`src/rtl/weight_pkg.sv`:
```
// Shared definitions for the weight bank loader slice: controller state
// encoding, default geometry and the load-counter width helper.
package weight_pkg;

   typedef enum logic [1:0] {
      IDLE = 2'd0,
      LOAD = 2'd1,
      FULL = 2'd2
   } state_t;

   localparam int unsigned DEF_WIDTH = 32;
   localparam int unsigned DEF_N_REG = 31;
   localparam int unsigned DEF_LANES = 2;

   // load_count must represent 0..n_reg inclusive
   function automatic int unsigned cnt_width(input int unsigned n_reg);
      return $clog2(n_reg + 1);
   endfunction

endpackage

```
`src/rtl/weight_bank_loader_if.sv`:
```
// Weight bank loader bus: load stream (start/w_in/w_valid/w_ready), commit
// (swap), status (loaded/bank_valid/load_count) and the flattened active bank.
//   master : weight source / controller side
//   slave  : weight_bank_loader
interface weight_bank_loader_if
   import weight_pkg::*;
#(
   parameter int unsigned WIDTH = DEF_WIDTH,
   parameter int unsigned N_REG = DEF_N_REG,
   parameter int unsigned LANES = DEF_LANES
);
   localparam int unsigned CNT_W = cnt_width(N_REG);

   logic                   start;
   logic [WIDTH*LANES-1:0] w_in;
   logic                   w_valid;
   logic                   w_ready;
   logic                   swap;
   logic                   loaded;
   logic                   bank_valid;
   logic [CNT_W-1:0]       load_count;
   logic [WIDTH*N_REG-1:0] all_weight;

   modport master (
      output start, w_in, w_valid, swap,
      input  w_ready, loaded, bank_valid, load_count, all_weight
   );

   modport slave (
      input  start, w_in, w_valid, swap,
      output w_ready, loaded, bank_valid, load_count, all_weight
   );
endinterface

```
`src/rtl/weight_bank_ctrl.sv`:
```
// Load sequencer for weight_bank_loader: IDLE/LOAD/FULL FSM, saturating
// load_count, w_ready/loaded decode and bank_valid.
// Ports: clk, rst (sync, active high); commit (only with WEIGHT_BANK_DBUF_EN)
// pulses when the shadow set is to be copied to the active bank; accept
// marks a beat whose lanes must be written this cycle.
// Macro WEIGHT_BANK_DBUF_EN: double-buffered (bank_valid set on commit);
// otherwise single bank (bank_valid cleared on start, set on reaching FULL).
module weight_bank_ctrl
   import weight_pkg::*;
#(
   parameter int unsigned N_REG = DEF_N_REG,
   parameter int unsigned LANES = DEF_LANES,
   localparam int unsigned CNT_W = cnt_width(N_REG)
) (
   input  logic             clk,
   input  logic             rst,
`ifdef WEIGHT_BANK_DBUF_EN
   output logic             commit,
`endif
   input  logic             start,
   input  logic             swap,
   input  logic             w_valid,
   output logic             accept,
   output logic             w_ready,
   output logic             loaded,
   output logic             bank_valid,
   output logic [CNT_W-1:0] load_count
);
   localparam logic [CNT_W:0]   LANES_X = (CNT_W+1)'(LANES);
   localparam logic [CNT_W:0]   NREG_X  = (CNT_W+1)'(N_REG);
   localparam logic [CNT_W-1:0] NREG_C  = CNT_W'(N_REG);

   state_t           state, state_nx;
   logic [CNT_W-1:0] cnt_nx;
   logic [CNT_W:0]   cnt_sum;
   logic [CNT_W-1:0] cnt_sat;
   logic             bv_nx;

   always_ff @(posedge clk) begin
      if (rst) begin
         state      <= IDLE;
         load_count <= '0;
         bank_valid <= 1'b0;
      end else begin
         state      <= state_nx;
         load_count <= cnt_nx;
         bank_valid <= bv_nx;
      end
   end

   always_comb begin
      cnt_sum  = {1'b0, load_count} + LANES_X;
      cnt_sat  = (cnt_sum >= NREG_X) ? NREG_C : cnt_sum[CNT_W-1:0];
      state_nx = state;
      cnt_nx   = load_count;
      bv_nx    = bank_valid;
      accept   = 1'b0;
`ifdef WEIGHT_BANK_DBUF_EN
      commit   = 1'b0;
`endif
      case (state)
         IDLE: begin
            if (start) begin
               state_nx = LOAD;
               cnt_nx   = '0;
`ifndef WEIGHT_BANK_DBUF_EN
               bv_nx    = 1'b0;
`endif
            end
         end
         LOAD: begin
            // a restart drops any beat handshaken in the same cycle
            if (start) begin
               cnt_nx = '0;
`ifndef WEIGHT_BANK_DBUF_EN
               bv_nx  = 1'b0;
`endif
            end else if (w_valid) begin
               accept = 1'b1;
               cnt_nx = cnt_sat;
               if (cnt_sat == NREG_C) begin
                  state_nx = FULL;
`ifndef WEIGHT_BANK_DBUF_EN
                  bv_nx    = 1'b1;
`endif
               end
            end
         end
         FULL: begin
            // swap has priority over a simultaneous start
            if (swap) begin
               state_nx = IDLE;
`ifdef WEIGHT_BANK_DBUF_EN
               commit   = 1'b1;
               bv_nx    = 1'b1;
`endif
            end else if (start) begin
               state_nx = LOAD;
               cnt_nx   = '0;
`ifndef WEIGHT_BANK_DBUF_EN
               bv_nx    = 1'b0;
`endif
            end
         end
         default: state_nx = IDLE;
      endcase
   end

   assign w_ready = (state == LOAD);
   assign loaded  = (state == FULL);

endmodule

```
`src/rtl/weight_bank_loader.sv`:
```
// Parametrised weight register bank. Weights arrive LANES per beat over a
// valid/ready stream and fill registers from index N_REG-1 downwards; the
// active bank is presented flattened on all_weight.
// Ports: clk, rst (sync, active high), bus (weight_bank_loader_if.slave).
// Macro WEIGHT_BANK_DBUF_EN: loads go to a shadow bank copied to the active
// bank on swap; otherwise loads write the active bank directly.
module weight_bank_loader
   import weight_pkg::*;
#(
   parameter int unsigned WIDTH = DEF_WIDTH,
   parameter int unsigned N_REG = DEF_N_REG,
   parameter int unsigned LANES = DEF_LANES
) (
   input logic                 clk,
   input logic                 rst,
   weight_bank_loader_if.slave bus
);
   logic             accept;
   logic [WIDTH-1:0] active  [N_REG];
   logic             wr_en   [N_REG];
   logic [WIDTH-1:0] wr_data [N_REG];
   logic [WIDTH*N_REG-1:0] flat;
   int unsigned      cnt;
`ifdef WEIGHT_BANK_DBUF_EN
   logic             commit;
   logic [WIDTH-1:0] shadow  [N_REG];
`endif

   weight_bank_ctrl #(
      .N_REG (N_REG),
      .LANES (LANES)
   ) u_ctrl (
      .clk        (clk),
      .rst        (rst),
`ifdef WEIGHT_BANK_DBUF_EN
      .commit     (commit),
`endif
      .start      (bus.start),
      .swap       (bus.swap),
      .w_valid    (bus.w_valid),
      .accept     (accept),
      .w_ready    (bus.w_ready),
      .loaded     (bus.loaded),
      .bank_valid (bus.bank_valid),
      .load_count (bus.load_count)
   );

   // Register r holds load position N_REG-1-r; it is written by lane
   // (pos - load_count) when that lane falls inside the current beat.
   // The modulo only keeps the lane select in range when not enabled.
   always_comb begin
      cnt = 32'(bus.load_count);
      for (int unsigned r = 0; r < N_REG; r++) begin
         wr_en[r]   = accept && ((N_REG - 1 - r) >= cnt) &&
                      ((N_REG - 1 - r) < (cnt + LANES));
         wr_data[r] = bus.w_in[((N_REG - 1 - r - cnt) % LANES) * WIDTH +: WIDTH];
      end
   end

   always_ff @(posedge clk) begin
      if (rst) begin
         for (int unsigned r = 0; r < N_REG; r++) begin
            active[r] <= '0;
`ifdef WEIGHT_BANK_DBUF_EN
            shadow[r] <= '0;
`endif
         end
      end else begin
         for (int unsigned r = 0; r < N_REG; r++) begin
`ifdef WEIGHT_BANK_DBUF_EN
            if (wr_en[r]) shadow[r] <= wr_data[r];
            if (commit)   active[r] <= shadow[r];
`else
            if (wr_en[r]) active[r] <= wr_data[r];
`endif
         end
      end
   end

   always_comb begin
      flat = '0;
      for (int unsigned r = 0; r < N_REG; r++) begin
         flat[r*WIDTH +: WIDTH] = active[r];
      end
   end

   assign bus.all_weight = flat;

endmodule
```
`src/flat_wrapper.sv`:
```
// flat-port wrapper written by rule: the top's interface ports become plain ports
module weight_bank_loader_flat import weight_pkg::*;
#(
   parameter int unsigned WIDTH = DEF_WIDTH,
   parameter int unsigned N_REG = DEF_N_REG,
   parameter int unsigned LANES = DEF_LANES
)
  (clk, rst, bus_start, bus_w_in, bus_w_valid, bus_swap, bus_w_ready, bus_loaded, bus_bank_valid, bus_load_count, bus_all_weight);
  weight_bank_loader_if #(.WIDTH(WIDTH), .N_REG(N_REG), .LANES(LANES)) bus_i ();
  input logic clk;
  input logic rst;
  input wire logic [$bits(bus_i.start)-1:0] bus_start;
  input wire logic [$bits(bus_i.w_in)-1:0] bus_w_in;
  input wire logic [$bits(bus_i.w_valid)-1:0] bus_w_valid;
  input wire logic [$bits(bus_i.swap)-1:0] bus_swap;
  output wire logic [$bits(bus_i.w_ready)-1:0] bus_w_ready;
  output wire logic [$bits(bus_i.loaded)-1:0] bus_loaded;
  output wire logic [$bits(bus_i.bank_valid)-1:0] bus_bank_valid;
  output wire logic [$bits(bus_i.load_count)-1:0] bus_load_count;
  output wire logic [$bits(bus_i.all_weight)-1:0] bus_all_weight;
  assign bus_i.start = bus_start;
  assign bus_i.w_in = bus_w_in;
  assign bus_i.w_valid = bus_w_valid;
  assign bus_i.swap = bus_swap;
  assign bus_w_ready = bus_i.w_ready;
  assign bus_loaded = bus_i.loaded;
  assign bus_bank_valid = bus_i.bank_valid;
  assign bus_load_count = bus_i.load_count;
  assign bus_all_weight = bus_i.all_weight;
  weight_bank_loader #(.WIDTH(WIDTH), .N_REG(N_REG), .LANES(LANES)) u_core (.clk(clk), .rst(rst), .bus(bus_i));
endmodule
```
`config.mk`:
```
export PLATFORM = sky130hd
export DESIGN_NAME = weight_bank_loader_flat
export DESIGN_NICKNAME = d
export VERILOG_FILES = /design/src/rtl/weight_pkg.sv /design/src/rtl/weight_bank_loader_if.sv /design/src/rtl/weight_bank_ctrl.sv /design/src/rtl/weight_bank_loader.sv /design/src/flat_wrapper.sv
export SDC_FILE = /design/constraint.sdc
export NUM_CORES = 1
export LEC_CHECK = 0
export ABC_AREA = 1
export CAP_MARGIN = 20
export CORE_AREA = 2 2 415 417
export DETAILED_ROUTE_END_ITERATION = 10
export DIE_AREA = 0 0 417 419
export HOLD_SLACK_MARGIN = 0.1
export SYNTH_ARGS = -nofsm -noshare
export SYNTH_HDL_FRONTEND = slang
export SYNTH_HIERARCHICAL = 1
export SYNTH_SLANG_ARGS = --single-unit
export TNS_END_PERCENT = 50
```
`constraint.sdc`:
```
create_clock -name clk -period 4.3 [get_ports clk]
set_clock_uncertainty 0.15 [all_clocks]
set_input_delay 0.645 -clock clk [delete_from_list [all_inputs] [get_ports clk]]
set_output_delay 0.645 -clock clk [all_outputs]
set_load 0.02 [all_outputs]
```
# Word level (Yosys, flattened, before mapping)
# Memories as Yosys holds them, arrays and structs flattened.
# Cells that the tools add are included.
dict set report word_totals {
  out_inout_bits 1000
  n_memories 1
  input_bits 69
  elab_cells 385
  ram_bits 992
  reg_bits 8
}
dict set report op_classes {
  n_eq_ne 9
  n_mux 147
  n_reduce_logical 67
  magnitude_cmp 63
  bitwise_logic 31
  shift 31
  add_sub_neg 33
}
# memory depth word_bits rd rd_ports_with_merged_regs wr line_no
set memory_table {}
lappend memory_table {u_core.active 31 32 31 0 31 weight_bank_loader.sv:19} ;# logic [WIDTH-1:0] active [N_REG];
# operator count
set ops {}
lappend ops {{64-bit by 7-bit variable part select with 32-bit output} 31}
lappend ops {{32-bit two-way mux} 31}
lappend ops {{4-bit by 32-bit < comparator with 1-bit output (first input constant)} 8}
lappend ops {{5-bit by 32-bit < comparator with 1-bit output (first input constant)} 8}
lappend ops {{3-bit by 32-bit < comparator with 1-bit output (first input constant)} 4}
lappend ops {{1-bit two-way mux} 103}
lappend ops {{5-bit >= comparator (first input constant)} 15}
lappend ops {{1-bit by 32-bit < comparator with 1-bit output (first input constant)} 2}
lappend ops {{2-bit by 32-bit < comparator with 1-bit output (first input constant)} 2}
lappend ops {{1-bit logical AND} 62}
lappend ops {{5-bit by 6-bit < comparator with 1-bit output (first input constant)} 7}
lappend ops {{4-bit by 5-bit >= comparator with 1-bit output (first input constant)} 8}
lappend ops {{1-bit bitwise OR} 31}
lappend ops {{1-bit subtractor (first input constant)} 31}
lappend ops {{5-bit two-way mux} 5}
lappend ops {{3-bit by 5-bit >= comparator with 1-bit output (first input constant)} 4}
lappend ops {{5-bit one-hot mux with 3 select lines} 1}
lappend ops {{5-bit by 2-bit adder with 6-bit output (second input constant)} 2}
lappend ops {{1-bit by 5-bit >= comparator with 1-bit output (first input constant)} 2}
lappend ops {{2-bit by 5-bit >= comparator with 1-bit output (first input constant)} 2}
lappend ops {{2-bit two-way mux} 5}
lappend ops {{6-bit by 5-bit >= comparator with 1-bit output (second input constant)} 1}
lappend ops {{2-bit != test (second input constant)} 3}
lappend ops {{2-bit one-hot mux with 3 select lines} 1}
lappend ops {{other kinds (11)} 12}

# Logic depth before layout (Yosys ltp)
dict set report depth {
  ltp_word 9
  ltp_mapped 12
  mapped_depth_nobuf 10
}

# Hierarchy
# The synthesis kept the hierarchy.
# mod area_per_inst_um2 n_inst seq_area_each_um2 cells_per_inst
set by_module_without_submodules {}
lappend by_module_without_submodules {weight_bank_loader 34566.9 1 29788.6 2192}
lappend by_module_without_submodules {weight_bank_ctrl 471.7 1 160.2 71}

# Worst setup path before layout
# OpenSTA, ideal clock, no wires.
dict set report synth_timing {
  kind {reg-to-reg}
  from {register u_core.u_ctrl.load_count[2]}
  to {memory u_core/active[0][448] in the netlist's numbering, enable pin}
  required_ns 3.684
  setup_time_ns 0.466
  path_slack_ns -0.167
  synth_period_minus_slack_ns 4.467
  path_buffers 1
  arrival_ns 3.851
  stages_incl_launch_ff 8
  cell_sequence {dfxtp_1 > clkbuf_1 > inv_1 > ha_1 > inv_1 > nand3_1 > nor2_1 > o21ai_0}
}
# item line_no
set synth_lines {}
lappend synth_lines {{start, declared} weight_bank_ctrl.sv:27} ;# output logic [CNT_W-1:0] load_count
lappend synth_lines {{start signal, assigned} weight_bank_ctrl.sv:46} ;# load_count <= cnt_nx;
lappend synth_lines {{end, declared} weight_bank_loader.sv:19}

==> qor.csv <==
stage;metric;value;unit
finish;proportion of layout cells with a drive suffix above 1;8.91;%
global_routing;grt total ovfl;0;
clock_tree;Worst-Skew Late Latency;0.75;ns
detailed_routing;Avg WL per Cell;27.3;um
detailed_routing;Routed Antenna Nets;0;
timing;hold slack final;0.338;ns
power;Clock Power Share;40.6;%
clock_tree;setup bufs post-CTS;0;
clock_tree;total CTS buffers;107;
setup_path;Crit. End Element;register;
clock_tree;post_cts resized;0;
setup_path;worst path arrival time;3.85;ns
power;sw frac;25.2;%
synth;syn_area_per_cell;15.5;sq um
timing;Max transition margin;29.3;%
detailed_routing;drt total wl;158000;um
synth;synthesized flop and latch total;1000;
detailed_routing;Post-route DRC;0;
detailed_routing;via count;24181;
global_routing;maximum number of pins on one net before global-route repair;52;
clock_tree;Root Buffer;clkbuf_16;
detailed_routing;Detailed Route Iter0 Violations;2590;
setup_path;Critical Path RT;4.53;ns
synth;Post-Synth Simple-Gate Area;11.4;%
global_routing;number of global-route vias before repair;23089;
timing;# setup viols final;0;
die;Initial Utilization;20.5;%
finish;Layout area overhead;50.4;%
synth;mux contribution to synthesized area;0;%
power;Worst VDD drop;298;uV
power;Switching Power;0.00580;W
synth;syn_nets;2337;
setup_path;Crit Path Class;reg -> reg;
die;Die Wd;417;um
timing;unrepaired setup endpoints after global routing;false;
synth;post-synthesis sequential area ratio;85.5;%
timing;fin. max-slew vios;0;
synth;synth warn;6;
detailed_routing;drt pass-1 iters;5;
die;core region area;171000;sq um
global_routing;initial antenna violation count;10;
power;Leak;19.2;nW
timing;fmax;276;MHz
setup_path;crit path launch type;register;
setup_path;crit path launch;u_core/u_ctrl/load_count[0];
die;Die Span Y;419;um
synth;largest family of logic cells by synthesized area;simple AND/OR/NAND/NOR gates;
global_routing;first-pass GRT wire length;204000;um
worst_hold_path;Worst Hold Class;reg -> reg;
die;boundary pin count;1069;
clock_tree;hold_buf cts;0;
finish;Final Instance Area;52700;sq um
global_routing;Global Route Usage Sum;17.3;%
timing;worst-margin pin slew;1.06;ns
clock_tree;clock slew at reported path FFs;0.06;ns
power;Design Power;0.0230;W
setup_path;worst reg2reg startpoint;u_core/u_ctrl/load_count[0];
clock_tree;H-Tree Depth;3;
power;power density over the cells;437;nW/um^2
run;max-cap violation count;0;
synth;Post-Synth XOR/XNOR Area;0;%
synth;Post-Syn Area;35000;sq um
synth;Synth Area in Compound Gates;0.678;%
placement;# port buffers;1068;
timing;fin crit period;3.62;ns
power;Internal;0.0173;W
die;DIE AREA;175000;sq um
clock_tree;clock buffer depth;3;
die;# rows;152;
setup_path;CP max FO;36;
finish;Layout Nets;3527;
timing;Fin Setup TNS;0;ns
placement;DP Area;49200;sq um
clock_tree;clock sinks;1000;
power;share of power burned in registers;49.2;%
placement;HPWL Detailed;116000;um
power;Combinational Power Share;10.3;%
synth;Mapped Cells;2263;
timing;period utilisation layout;84.2;%
detailed_routing;Via-to-Cell Ratio;4.18;
placement;Post-Place Cells;5577;
placement;routability congestion estimate;0.847;
timing;Final Hold Fails;0;
synth;Post-Synth Adder-Cell Area;0.179;%
finish;final cell count without fillers;5782;
clock_tree;TritonCTS clock tree;done;
run_status;status;finished clean;
worst_hold_path;hold_sp;u_core/u_ctrl/bank_valid;
synth;Netlist cell types;27;
metal layers:
metal / vias up / part of all wire [%] / track usage, %
met5: - / 0.021 / 0
met4: 4 / 4.6 / 8.37
met3: 256 / 7.1 / 3.25
met2: 1320 / 51 / 30.2
met1: 12347 / 37 / 20.5
li1: 10254 / - / -
Yosys cell counts, drive strengths merged:
library cell	number	area, sq um
a21oi	14	77.6
a31oi	2	12.5
and2	2	17.5
buf	67	349
clkbuf	23	86.3
clkinv	1	3.75
dfxtp	8	160
edfxtp	992	29800
ha	5	62.6
inv	98	368
nand2	378	1450
nand3	28	145
nand4	2	12.5
nor2	581	2200
nor3	33	165
o21a	1	7.51
o21ai	28	140
worst paths after layout:
| check | end | slack (ns) | cells after the start |
|---|---|---|---|
| setup / recovery | u_core/active[0][786] | 0.68 | 6 |
| setup reg to reg | u_core/active[0][786] | 0.68 | 6 |
| hold reg to reg | u_core/u_ctrl/bank_valid | 0.34 | 2 |
| hold / removal | u_core/u_ctrl/bank_valid | 0.34 | 2 |
stage by stage:
step                      setup WS (ns)  util [%]
after floorplan                   0.700         -
after global placement            0.393      28.8
after detailed placement          0.328      28.8
after CTS                         0.668      30.9
after global routing              0.544      30.9
final                             0.678      30.9
worst max-delay path: stages (launching register included):
cell and delay (ns):
dfxtp_4 0.57, clkinv_2 0.65, buf_12 0.41, nand2_1 0.08
nand2_1 0.07, nand2_1 0.77, inv_1 0.49
layout make-up:
type,instances,area [sq um]
Multi-Input combinational cell,1074,4380
Tap cell,2233,2790
Timing Repair Buffer,1171,11700
Sequential cell,1000,30000
Inverter,99,375
Clock inverter,73,757
Antenna cell,4,10.0
Fill cell,16806,118000
Clock buffer,128,2760
power groups by stage:
stage	sequential (W)	combinational [W]	clock [W]
floorplan	0.0121	0.000302	0
global placement	0.0115	0.00239	0
detailed placement	0.0115	0.00240	0
CTS	0.0113	0.00240	0.00956
global route	0.0114	0.00244	0.00989
finish	0.0113	0.00237	0.00935
layout by cell type (no fill, tap or decap), types with 4 or more instances in the layout:
cell type | Yosys | routed
nor3_1 | 33 | 33
clkdlybuf4s50_1 | 0 | 1068
nand3_1 | 27 | 26
a21oi_1 | 12 | 12
inv_2 | 7 | 6
inv_1 | 91 | 91
diode_2 | 0 | 4
clkbuf_1 | 23 | 21
bufinv_16 | 0 | 10
clkinv_2 | 0 | 18
clkinv_1 | 1 | 24
nand2_2 | 5 | 34
buf_12 | 0 | 16
dfxtp_1 | 8 | 7
clkinv_4 | 0 | 5
buf_4 | 3 | 87
edfxtp_1 | 992 | 992
nor2_1 | 577 | 576
nand2_1 | 371 | 342
o21ai_1 | 14 | 14
clkbuf_16 | 0 | 107
inv_6 | 0 | 7
o21ai_0 | 14 | 13
ha_1 | 5 | 5
flip-flops by register name, summed over array words and instances, names as in the netlist:
signal / flops
u_core/active: 992
u_core/u_ctrl/load_count: 5
u_core/u_ctrl/state: 2
u_core/u_ctrl/bank_valid: 1
cells by family (layout without fill, tap and decap cells):
family                     after synthesis  count (layout)
other                                    0               4
and+or+nand+nor                       1024            1024
buffers and inverters                  189            1471
adders and majority gates                5               5
DFF                                   1000            1000
AOI/OAI and AO/OA                       45              45
Power figures use the tool's default switching activity.
